[src/rtl/sap_ram_pkg.sv]
// Shared definitions for sap_sync_ram: the clear-sequencer state encoding and the
// even-parity helper used when RAM_PARITY_EN is defined.
package sap_ram_pkg;

  typedef enum logic {
    CLEARING = 1'b0,
    READY    = 1'b1
  } ram_state_t;

  // Widest data word the parity helper covers; callers zero-extend into it.
  localparam int PARITY_MAX_W = 64;

  function automatic logic evenParity(input logic [PARITY_MAX_W-1:0] data);
    return ^data;
  endfunction

endpackage

[src/rtl/sap_ram_clear_seq.sv]
// Post-reset clear sequencer for sap_sync_ram: walks every word address once,
// requesting a zero write per edge, then parks in READY until the next reset.
module sap_ram_clear_seq
  import sap_ram_pkg::*;
#(
  parameter int DEPTH  = 16,
  parameter int ADDR_W = $clog2(DEPTH)
) (
  input  logic              i_clk,
  input  logic              i_clr,
  output logic              o_busy,
  output logic [ADDR_W-1:0] o_clearAddr,
  output logic              o_clearWe
);

  localparam logic [ADDR_W-1:0] LAST_ADDR = ADDR_W'(DEPTH - 1);

  ram_state_t        r_state;
  ram_state_t        w_nextState;
  logic [ADDR_W-1:0] r_clearCount;
  logic [ADDR_W-1:0] w_nextCount;

  always_ff @(posedge i_clk) begin
    if (i_clr) begin
      r_state      <= CLEARING;
      r_clearCount <= '0;
    end else begin
      r_state      <= w_nextState;
      r_clearCount <= w_nextCount;
    end
  end

  // The array must not be touched while reset is held, so the strobe is gated by i_clr.
  always_comb begin
    w_nextState = r_state;
    w_nextCount = r_clearCount;
    o_clearWe   = 1'b0;
    case (r_state)
      CLEARING: begin
        o_clearWe = !i_clr;
        if (r_clearCount == LAST_ADDR) begin
          w_nextState = READY;
          w_nextCount = '0;
        end else begin
          w_nextCount = r_clearCount + 1'b1;
        end
      end
      READY:   ;
      default: w_nextState = CLEARING;
    endcase
  end

  assign o_busy      = (r_state == CLEARING);
  assign o_clearAddr = r_clearCount;

endmodule

[src/rtl/sap_sync_ram.sv]
// Synchronous WIDTH x DEPTH scratchpad with registered read, valid strobe and
// self-clear after reset. Define RAM_PARITY_EN to store and check even parity per word.
module sap_sync_ram
  import sap_ram_pkg::*;
#(
  parameter int    WIDTH  = 8,
  parameter int    DEPTH  = 16,
  localparam int   ADDR_W = $clog2(DEPTH)
) (
  input  logic              CLK,
  input  logic              CLR,
  input  logic [ADDR_W-1:0] A,
  input  logic [WIDTH-1:0]  DI,
  input  logic              S_bar,
  input  logic              W_bar,
  output logic [WIDTH-1:0]  DO,
  output logic              DO_VALID,
  output logic              BUSY,
  output logic              PERR
);

`ifdef RAM_PARITY_EN
  localparam int STORE_W = WIDTH + 1;
`else
  localparam int STORE_W = WIDTH;
`endif

  logic [STORE_W-1:0] r_mem [DEPTH];
  logic [WIDTH-1:0]   r_do;
  logic               r_doValid;

  logic               w_busy;
  logic               w_clearWe;
  logic [ADDR_W-1:0]  w_clearAddr;
  logic               w_inRange;
  logic               w_userWe;
  logic               w_userRd;
  logic               w_memWe;
  logic [ADDR_W-1:0]  w_memAddr;
  logic [STORE_W-1:0] w_memWdata;
  logic [STORE_W-1:0] w_rdWord;

  sap_ram_clear_seq #(
    .DEPTH (DEPTH),
    .ADDR_W(ADDR_W)
  ) u_clearSeq (
    .i_clk      (CLK),
    .i_clr      (CLR),
    .o_busy     (w_busy),
    .o_clearAddr(w_clearAddr),
    .o_clearWe  (w_clearWe)
  );

  // Only non-power-of-two depths can present an address past the last word.
  assign w_inRange = ({1'b0, A} < (ADDR_W + 1)'(DEPTH));
  assign w_userWe  = !w_busy && !CLR && !S_bar && !W_bar && w_inRange;
  assign w_userRd  = !w_busy && !S_bar && W_bar;
  assign w_memWe   = w_clearWe || w_userWe;
  assign w_memAddr = w_busy ? w_clearAddr : A;

`ifdef RAM_PARITY_EN
  assign w_memWdata = w_busy ? '0 : {evenParity(PARITY_MAX_W'(DI)), DI};
`else
  assign w_memWdata = w_busy ? '0 : DI;
`endif

  always_ff @(posedge CLK) begin
    if (w_memWe) begin
      r_mem[w_memAddr] <= w_memWdata;
    end
  end

  assign w_rdWord = r_mem[A];

  always_ff @(posedge CLK) begin
    if (CLR) begin
      r_do      <= '0;
      r_doValid <= 1'b0;
    end else begin
      r_doValid <= w_userRd;
      if (w_userRd) begin
        r_do <= w_inRange ? w_rdWord[WIDTH-1:0] : '0;
      end
    end
  end

`ifdef RAM_PARITY_EN
  logic r_perr;

  // PERR only reports alongside a valid in-range read and is 0 otherwise.
  always_ff @(posedge CLK) begin
    if (CLR) begin
      r_perr <= 1'b0;
    end else begin
      r_perr <= w_userRd && w_inRange &&
                (w_rdWord[WIDTH] != evenParity(PARITY_MAX_W'(w_rdWord[WIDTH-1:0])));
    end
  end

  assign PERR = r_perr;
`else
  assign PERR = 1'b0;
`endif

  assign DO       = r_do;
  assign DO_VALID = r_doValid;
  assign BUSY     = w_busy;

endmodule

[config.mk]
export PLATFORM = sky130hd
export DESIGN_NAME = sap_sync_ram
export DESIGN_NICKNAME = d
export VERILOG_FILES = /design/src/rtl/sap_ram_pkg.sv /design/src/rtl/sap_ram_clear_seq.sv /design/src/rtl/sap_sync_ram.sv
export SDC_FILE = /design/constraint.sdc
export NUM_CORES = 1
export LEC_CHECK = 0
export CAP_MARGIN = 25
export CELL_PAD_IN_SITES_DETAIL_PLACEMENT = 2
export CELL_PAD_IN_SITES_GLOBAL_PLACEMENT = 2
export CORE_AREA = 4 4 120 122
export DETAILED_ROUTE_END_ITERATION = 8
export DIE_AREA = 0 0 124 126
export DONT_BUFFER_PORTS = 1
export GPL_TIMING_DRIVEN = 1
export PLACE_DENSITY_LB_ADDON = 0.1
export SYNTH_ARGS = -nofsm -noshare
export SYNTH_HDL_FRONTEND = slang
export SYNTH_SLANG_ARGS = --single-unit
export TNS_END_PERCENT = 100
[constraint.sdc]
create_clock -name CLK -period 2.3 [get_ports CLK]
set_input_delay 0.46 -clock CLK [delete_from_list [all_inputs] [get_ports CLK]]
set_output_delay 0.46 -clock CLK [all_outputs]
set_load 0.02 [all_outputs]
==> run_results.csv, run 1 <==
group,metric,value,unit
yosys,synth_top_cells_by_area,"edfxtp_1 (68%), mux4_2 (6.8%), dfxtp_1 (5.0%)",
cells_and_area,layout.nets,348,
clock_tree,clock_path_buffers,2,
sta,fmax,481.1,MHz
detailed_routing,num_vias,2891,
worst_setup_path,worstPathArrival,2.21,ns
yosys,yosysSeqAreaShare,0.7311,
sta,relSlewSlack,0.2712,
sta,whs,0.1042,ns
power,p_per_area,857.5,nW/um^2
yosys,syn_area,5640,um^2
worst_setup_path,end_kind,"flip-flop",
yosys,yosysWarnings,0,
detailed_routing,wire_per_inst,27.09,um
detailed_routing,wl,14090,um
grt,grt_pass1_vias,3182,
sta,fin_ws,0.2215,ns
place,dp_hpwl,9017,um
sta,setup_violations,0,
power,p_leak,2.132,nW
grt,grt_pass1_wl,21060,um
clock_tree,cts_buffers,17,
flow_run,maxCapViolations,0,
clock_tree,clk_pin_slew,0.05,ns
detailed_routing,antenna_left,0,
place,io_buffers,0,
floorplanning,core_area,13190,um^2
clock_tree,clk_latency,0.42,ns
floorplanning,die_y,126,um
clock_tree,cts_tree,"built",
yosys,yosysUniqueCellTypes,37,
sta,hold_viol,0,
yosys,synth_top_area_share,0.6815,
yosys,synth_top_area_cell,"edfxtp_1",
clock_tree,root_buffer,"clkbuf_16",
detailed_routing,drt_first_pass_iters,4,
grt,grt_max_degree,31,
floorplanning,dieArea,15620,um^2
detailed_routing,drt_iter0_drc,251,
yosys,syn-num-nets,323,
floorplanning,ioPinCount,27,
cells_and_area,final_layout_size_suffix_gt1_frac,0.2180,
yosys,synthesis.instances,306,
grt,grt_usage,0.1956,
floorplanning,die_x,124,um
clock_tree,htree_num_levels,4,
grt,antenna_found_initial,0,
sta,fin_crit,2.078,ns
worst_setup_path,worstSetupPathType,"flip-flop to flip-flop",
sta,fin_setup_tns,0,ns
sta,worst_slew_pin_slew,1.088,ns
place,pre_cts_ws,0.07685,ns
grt,overflow,0,
clock_tree,cts.sinks,142,
worst_setup_path,cp_max_fo,8,
floorplanning,rows,42,
power,fin_total_pwr,5.573,mW
detailed_routing,via_per_inst,5.560,
detailed_routing,drc,0,
cells_and_area,n_antenna_cell,0,
yosys,synth-seq-cells,142,
floorplanning,start_util,0.4276,
sta,finalCritPeriodShare,0.9037,
place,gp_congestion,0.7852,
sta,drv_slew,0,
clock_tree,cts_hold_buf,0,
cells_and_area,area_delta_synth_final,15.24,%
status,outcome,"finished, final reports clean",
worst_setup_path,required,2.43,ns
sta,skew,0.009363,ns
hold_path,hp-class,"primary input to flip-flop",
worst_setup_path,start_kind,"flip-flop",
power,max-vdd-ir-drop,0.6141,mV
yosys,synth.avg_cell_area,18.43,um^2
sta,grt_setup_unrepaired,"no",
[synthesized netlist by cell type (all sizes together)]
master   number
a21oi         6
a22oi         8
a31oi         4
a32oi         8
and2         10
and2b         1
and4bb        1
buf          11
clkbuf        4
conb          1
dfxtp        14
edfxtp      128
ha            1
inv           4
mux2          2
mux2i        24
mux4         25
nand2         5
nand2b        9
nand3         1
nand4bb       1
nor2         22
nor2b         1
nor3          1
nor3b         1
o21ai         9
or2           1
or3           1
or4b          1
xnor2         1
[logic make-up (layout without fill, tap and decap cells)]
| kind of cell | after synthesis | after routing | share of synthesized area |
|---|---|---|---|
| flops | 142 | 142 | 0.7311 |
| simple gates | 56 | 56 | 0.05280 |
| mux | 51 | 51 | 0.1517 |
| compound gates | 35 | 35 | 0.04170 |
| buf+inv | 19 | 57 | 0.01819 |
| fa+ha+maj | 1 | 1 | 0.002218 |
| other cells | 1 | 1 | 0.0006648 |
| xor+xnor | 1 | 1 | 0.001553 |
[per-layer routing]
metal / routed length (um) / global-route usage
met1: 6222 / 0.2646
met2: 6905 / 0.2997
met3: 738 / 0.06054
met4: 221 / 0.06959
met5: 0 / 0
[sequential cells by signal (all words and copies together), names as in the netlist]
signal                  cells
r_mem                     128
DO                          8
u_clearSeq.o_clearAddr      4
DO_VALID                    1
u_clearSeq.r_state          1
[path summary, 6_finish.rpt]
| kind | startpoint | to | slack (ns) | depth (start not counted) |
|---|---|---|---|---|
| hold / removal | CLR | u_clearSeq.r_state | 0.10 | 1 |
| setup reg to reg | u_clearSeq.r_state | r_mem[9][1] | 0.22 | 5 |
| setup / recovery | u_clearSeq.r_state | r_mem[9][1] | 0.22 | 5 |
| hold reg to reg | u_clearSeq.o_clearAddr[3] | u_clearSeq.o_clearAddr[3] | 0.53 | 2 |
[layout make-up]
cell class,instances,area [um^2]
clock buffers,22,464.2
clock inverters,10,91.34
fillers,1209,6690
inverters,4,15.01
multi-input cells,145,1414
flip-flops and latches,142,4125
well taps,176,220.2
repair buffers,21,170.2
[worst max-delay path, stage by stage, from the launching register on]
cell	delay, ns
dfxtp_2	0.40
or4b_2	0.60
a21oi_1	0.22
nand2_1	0.22
nor2_1	0.17
buf_4	0.18
[per-stage QoR]
step / instance area, um^2 / utilization / instances
after CTS: 6499 / 0.4927 / 520
after detailed placement: 5943 / 0.4506 / 488
final: 6500 / 0.4928 / 520
after global placement: 5943 / 0.4506 / 488
after global routing: 6500 / 0.4928 / 520
after floorplan: 5640 / - / 306
[cell usage in the layout (no fill, tap or decap), types with 2 or more instances in the layout]
cell type,netlist,routed
edfxtp_1,128,128
mux2i_1,24,24
nor2_1,22,22
buf_4,5,20
mux4_2,17,17
clkbuf_16,0,17
dfxtp_1,14,13
and2_1,10,10
nand2b_1,9,9
a32oi_1,8,8
o21ai_0,8,8
mux4_1,8,8
a22oi_1,7,7
a21oi_1,6,6
nand2_1,5,5
a31oi_1,4,4
clkinv_2,0,4
inv_1,3,3
clkinv_4,0,3
clkbuf_1,4,3
mux2_2,2,2
clkinvlp_4,0,2
clkbuf_8,0,2
[power by group]
group / leakage (nW) / internal (mW) / switching (mW)
clock network: 0.270 / 1.54 / 1.02
registers: 1.24 / 2.81 / 0.0168
logic: 0.618 / 0.0949 / 0.0947
total: 2.13 / 4.44 / 1.13
[what timing repair did]
action | CTS | global route
setup buffers | 0 | 0
endpoints found under the setup margin | 0 | 32
gates resized for setup | 0 | 1
No activity file was read; power rests on OpenSTA's default activity.
==> inputs of run 2 (changes only) <==
--- a/config.mk
+++ b/config.mk
@@ -8,13 +8,14 @@
 export CAP_MARGIN = 25
 export CELL_PAD_IN_SITES_DETAIL_PLACEMENT = 2
 export CELL_PAD_IN_SITES_GLOBAL_PLACEMENT = 2
-export CORE_AREA = 4 4 120 122
+export CORE_AREA = 4 4 121 123
 export DETAILED_ROUTE_END_ITERATION = 8
-export DIE_AREA = 0 0 124 126
+export DIE_AREA = 0 0 125 127
 export DONT_BUFFER_PORTS = 1
 export GPL_TIMING_DRIVEN = 1
-export PLACE_DENSITY_LB_ADDON = 0.1
+export PLACE_DENSITY = 0.83
 export SYNTH_ARGS = -nofsm -noshare
 export SYNTH_HDL_FRONTEND = slang
+export SYNTH_HIERARCHICAL = 1
 export SYNTH_SLANG_ARGS = --single-unit
 export TNS_END_PERCENT = 100
==> run_results.csv, run 2 <==
group,metric,value,unit
detailed_routing,num_vias,2940,
power,max-vdd-ir-drop,0.4628,mV
detailed_routing,drt_iter0_drc,244,
yosys,synth_common_cells,"edfxtp_1 (128), mux2i_1 (25), nor2_1 (24), dfxtp_1 (14), mux4_2 (14)",
clock_tree,clk_pin_slew,0.06,ns
hold_path,hp-class,"primary input to flip-flop",
floorplanning,dieArea,15880,um^2
cells_and_area,fin_util,0.4788,
clock_tree,clock_path_buffers,2,
clock_tree,cts_buffers,17,
cells_and_area,fill_cells,1259,
hold_path,worstHoldStart,"CLR",
worst_setup_path,max_stage_delay,0.69,ns
cells_and_area,multiInputGateArea,1481,um^2
yosys,synth_top_area_cell,"edfxtp_1",
yosys,async_flop_share,0,
place,place_inst,494,
yosys,synth.avg_cell_area,18.15,um^2
sta,worst_slew_pin_slew,0.9022,ns
worst_setup_path,worstSetupEndpoint,"r_mem[14][0]",
sta,fin_crit,2.253,ns
worst_setup_path,timing.critical_path.from,"u_clearSeq/r_state",
worst_setup_path,r2r_end,"r_mem[14][0]",
place,gp_congestion,0.7297,
cells_and_area,instances_no_fill,530,
cells_and_area,register_area,4124,um^2
worst_setup_path,end_kind,"flip-flop",
yosys,yosysSeqAreaShare,0.7168,
sta,drv_slew,0,
cells_and_area,final_cell_mix,"edfxtp_1 (128), mux2i_1 (25), nor2_1 (19)",
cells_and_area,largest_reg_flops,128,
yosys,yosysUniqueCellTypes,42,
detailed_routing,wire_per_inst,26.81,um
grt,antenna_found_initial,0,
worst_setup_path,worstPathArrival,2.30,ns
floorplanning,die_x,125,um
grt,grt_max_degree,45,
detailed_routing,drt_first_pass_iters,4,
floorplanning,ioPinCount,27,
clock_tree,htree_num_levels,4,
clock_tree,root_buffer,"clkbuf_16",
clock_tree,cts.sinks,142,
clock_tree,cts_tree,"built",
cells_and_area,n_antenna_cell,0,
yosys,synth_top_area_share,0.6681,
clock_tree,clk_latency,0.42,ns
sta,finalCritPeriodShare,0.9796,
yosys,yosys_most_used_dff,"edfxtp_1",
yosys,synth-seq-cells,142,
detailed_routing,wl,14210,um
yosys,synth_edf_count,128,
grt,overflow,0,
sta,skew,0.006192,ns
detailed_routing,via_per_inst,5.547,
worst_setup_path,worstSetupPathType,"flip-flop to flip-flop",
power,p_per_area,857.4,nW/um^2
yosys,syn-num-nets,334,
grt,grt_usage,0.1871,
worst_setup_path,cp_max_fo,9,
worst_setup_path,start_kind,"flip-flop",
sta,grt_setup_unrepaired,"yes",
status,outcome,"finished, final reports clean",
worst_setup_path,cpMaxStageDelayCell,"nor2_1",
place,dp_hpwl,9459,um
power,p_leak,2.191,nW
yosys,yosysMostFrequentCell,"edfxtp_1",
place,io_buffers,0,
flow_run,maxCapViolations,0,
cells_and_area,max_flop_register,"r_mem",
detailed_routing,antenna_left,0,
power,fin_total_pwr,5.610,mW
yosys,synthesis.instances,317,
sta,setup_violations,0,
grt,grt_pass1_wl,21710,um
worst_setup_path,crit_chain,"inv_1 > buf_4 > nand3_1 > o21ai_0 > nand2_1 > nor2_1",
floorplanning,die_y,127,um
cells_and_area,area_delta_synth_final,13.72,%
clock_tree,cts_setup_buffers,0,
sta,fmax,443.8,MHz
cells_and_area,layout.nets,355,
yosys,yosysWarnings,6,
worst_setup_path,required,2.34,ns
worst_setup_path,r2r_start,"u_clearSeq/r_state",
hold_path,whs_path_depth,1,
yosys,syn_area,5753,um^2
cells_and_area,final_common_cell,"edfxtp_1",
floorplanning,start_util,0.4210,
sta,whs,0.1092,ns
cells_and_area,final_layout_size_suffix_gt1_frac,0.2086,
sta,fin_setup_tns,0,ns
worst_setup_path,reg2reg_depth,6,
detailed_routing,drc,0,
worst_setup_path,rrSetupSlack,0.05,ns
floorplanning,core_area,13670,um^2
sta,relSlewSlack,0.3963,
grt,grt_pass1_vias,3316,
floorplanning,rows,43,
sta,hold_viol,0,
yosys,synth_top_cells_by_area,"edfxtp_1 (67%), mux4_2 (5.5%), dfxtp_1 (4.9%)",
## run 2: where the power goes
part	switching (mW)	internal, mW
clock network	1.02	1.57
logic	0.0941	0.0953
registers	0.0207	2.81
## run 2: kinds of logic (layout without fill, tap and decap cells)
logic type | count (synthesis) | in the layout | share of synthesized area
adder cells (fa/ha/maj) | 1 | 1 | 0.002175
multiplexers | 49 | 49 | 0.1440
AO/OA/AOI/OAI | 40 | 40 | 0.04719
XOR/XNOR | 1 | 1 | 0.001523
AND/OR/NAND/NOR | 63 | 63 | 0.05938
other | 1 | 1 | 0.0006518
flip-flops | 142 | 142 | 0.7168
buffers and inverters | 20 | 53 | 0.02827
## run 2: repair_timing
action,in CTS,in global routing
endpoints found under the setup margin,0,64
gates resized for setup,0,5
hold buffers,0,0
## run 2: metal layers
metal | global-route usage | share of wire | wire length, um
met1 | 0.2324 | 0.43 | 6069
met3 | 0.04557 | 0.032 | 460
met2 | 0.3227 | 0.52 | 7389
met5 | 0 | 0 | 0
met4 | 0.06505 | 0.020 | 289
## run 2: worst max-delay path: cells and delay by family (launching register included)
family	cells	cell delay [ns]
AO/OA/AOI/OAI	1	0.14
AND/OR/NAND/NOR	3	0.98
buffers and inverters	2	0.45
flip-flops	1	0.32
## run 2: how the worst min path moves through the flow
stage | endpoint | slack (ns)
floorplan | u_clearSeq/o_clearAddr[3] | 0.51
global placement | u_clearSeq/o_clearAddr[3] | 0.53
detailed placement | u_clearSeq/o_clearAddr[2] | 0.54
CTS | u_clearSeq/o_clearAddr[2] | 0.09
global route | u_clearSeq/o_clearAddr[0] | 0.1
finish | u_clearSeq/o_clearAddr[0] | 0.11
## run 2: per-stage QoR
stage	setup slack, ns	instance area [um^2]
after floorplan	0.1267	5753
after global placement	0.2069	5913
after detailed placement	0.06332	5932
after CTS	0.01431	6486
after global routing	-0.07093	6543
final	0.04695	6543
## run 2: area by class of cell
type | count | area share
flip-flops and latches | 142 | 0.6303
multi-input cells | 155 | 0.2264
clock buffers | 18 | 0.06560
well taps | 180 | 0.03442
repair buffers | 18 | 0.02180
clock inverters | 13 | 0.01912
inverters | 4 | 0.002295
==> inputs of run 3 (changes only) <==
--- a/config.mk
+++ b/config.mk
@@ -12,6 +12,7 @@
 export DETAILED_ROUTE_END_ITERATION = 8
 export DIE_AREA = 0 0 125 127
 export DONT_BUFFER_PORTS = 1
+export GPL_ROUTABILITY_DRIVEN = 0
 export GPL_TIMING_DRIVEN = 1
 export PLACE_DENSITY = 0.83
 export SYNTH_ARGS = -nofsm -noshare
==> constraint.sdc (replaced) <==
create_clock -name CLK -period 2.3 [get_ports CLK]
set_input_delay 0.23 -clock CLK [delete_from_list [all_inputs] [get_ports CLK]]
set_output_delay 0.23 -clock CLK [all_outputs]
set_load 0.02 [all_outputs]
==> run_results.csv, run 3 (same netlist as run 2, synthesis figures left out) <==
group,metric,value,unit
cells_and_area,n_antenna_cell,0,
worst_setup_path,timing.critical_path.from,"u_clearSeq/r_state",
flow_run,maxCapViolations,0,
worst_setup_path,worstSetupPathType,"flip-flop to flip-flop",
worst_setup_path,cp_max_fo,9,
cells_and_area,final_layout_size_suffix_gt1_frac,0.2090,
cells_and_area,layout.nets,358,
detailed_routing,wl_met2,7240,um
floorplanning,rows,43,
sta,drv_slew,0,
clock_tree,cts_tree,"built",
detailed_routing,num_vias,2999,
sta,fin_setup_tns,0,ns
sta,finalCritPeriodShare,0.9457,
cells_and_area,area_delta_synth_final,14.46,%
cells_and_area,register_area,4124,um^2
power,max-vdd-ir-drop,0.4222,mV
sta,worst_slew_pin_slew,0.8880,ns
floorplanning,dieArea,15880,um^2
grt,overflow,0,
sta,relSlewSlack,0.4058,
clock_tree,cts_buffers,17,
detailed_routing,wl_met1,5963,um
sta,fin_ws,0.1250,ns
power,p_leak,2.225,nW
floorplanning,start_util,0.4210,
floorplanning,die_y,127,um
detailed_routing,drc,0,
clock_tree,root_buffer,"clkbuf_16",
floorplanning,ioPinCount,27,
status,outcome,"finished, final reports clean",
detailed_routing,antenna_left,0,
detailed_routing,drt_first_pass_iters,4,
clock_tree,cts_setup_buffers,0,
sta,fmax,459.8,MHz
sta,setup_violations,0,
clock_tree,clk_pin_slew,0.06,ns
clock_tree,cts.sinks,142,
grt,grt_pass1_vias,3384,
cells_and_area,multiInputGateArea,1476,um^2
place,place_inst,497,
clock_tree,htree_num_levels,4,
worst_setup_path,required,2.34,ns
hold_path,worstHoldStart,"A[1]",
sta,fin_crit,2.175,ns
place,dp_hpwl,9549,um
power,p_per_area,860.6,nW/um^2
place,pre_cts_ws,0.03490,ns
cells_and_area,fill_cells,1247,
grt,grt_pass1_wl,21380,um
place,io_buffers,0,
grt,grt_usage,0.1851,
grt,antenna_found_initial,0,
hold_path,hp-class,"primary input to flip-flop",
floorplanning,die_x,125,um
sta,hold_viol,0,
detailed_routing,wire_per_inst,26.09,um
detailed_routing,dr.max_layer_used,"met4",
clock_tree,clock_path_buffers,2,
detailed_routing,wl,13930,um
cells_and_area,final_common_cell,"edfxtp_1",
detailed_routing,drt_iter0_drc,147,
grt,grt_max_degree,45,
cells_and_area,largest_reg_flops,128,
worst_setup_path,end_kind,"flip-flop",
detailed_routing,via_per_inst,5.616,
worst_setup_path,worstPathArrival,2.22,ns
sta,grt_setup_unrepaired,"yes",
sta,skew,0.008124,ns
detailed_routing,wl_met3,418,um
clock_tree,clk_latency,0.42,ns
cells_and_area,final_cell_mix,"edfxtp_1 (128), mux2i_1 (25), nor2_1 (21)",
floorplanning,core_area,13670,um^2
cells_and_area,instances_no_fill,534,
worst_setup_path,r2r_start,"u_clearSeq/r_state",
cells_and_area,max_flop_register,"r_mem",
worst_setup_path,start_kind,"flip-flop",
## run 3: cell types whose count changed in the layout (fill, tap and decap cells not counted), sizes merged
cell and delta:
clkinvlp -2, clkinv +1, dlygate4sd3 +3, inv +2
## run 3: per-stage QoR
stage                 util  area, um^2  total power, mW  hold WS, ns
floorplan                -        5753            3.053       0.2991
global placement    0.4327        5913            3.050       0.3018
detailed placement  0.4357        5954            3.068       0.3029
CTS                 0.4798        6556            5.716      0.02838
global route        0.4819        6585            5.865      0.03063
finish              0.4819        6585            5.667      0.04293
## run 3: report_power, final
part	internal, mW	switching [mW]
clock network	1.59	1.06
registers	2.81	0.0204
logic	0.0972	0.0916
total	4.50	1.17
## run 3: metal layers
| metal | vias up | GRT usage |
|---|---|---|
| met1 | 1596 | 0.2279 |
| met3 | 20 | 0.04139 |
| met2 | 62 | 0.3129 |
| met5 | - | 0 |
| met4 | 0 | 0.08737 |
| li1 | 1321 | - |
## run 3: critical path: stages (launching register included)
cell and delay [ns]:
dfxtp_1 0.31, inv_1 0.22, buf_4 0.22, and3b_1 0.16, o21ai_1 0.16, nor2_1 0.73
## run 3: cell type report
cell class | count | share of cell area
multi-input cells | 155 | 0.2242
clock buffers | 18 | 0.06517
inverters | 4 | 0.002280
flip-flops and latches | 142 | 0.6263
well taps | 180 | 0.03420
clock inverters | 14 | 0.02166
repair buffers | 21 | 0.02622
## run 3: repair_timing
action,CTS,global route
endpoints found under the setup margin,0,24
endpoints found under the hold margin,6,0
hold buffers,3,0
resized for setup,0,3
## run 3: path summary, 6_finish.rpt
check / endpoint / depth (start not counted) / slack [ns]
worst min register to register: u_clearSeq/o_clearAddr[3] / 2 / 0.64
worst max register to register: r_mem[10][5] / 5 / 0.12
worst max-delay path: r_mem[10][5] / 5 / 0.12
worst min-delay path: DO[6] / 2 / 0.04
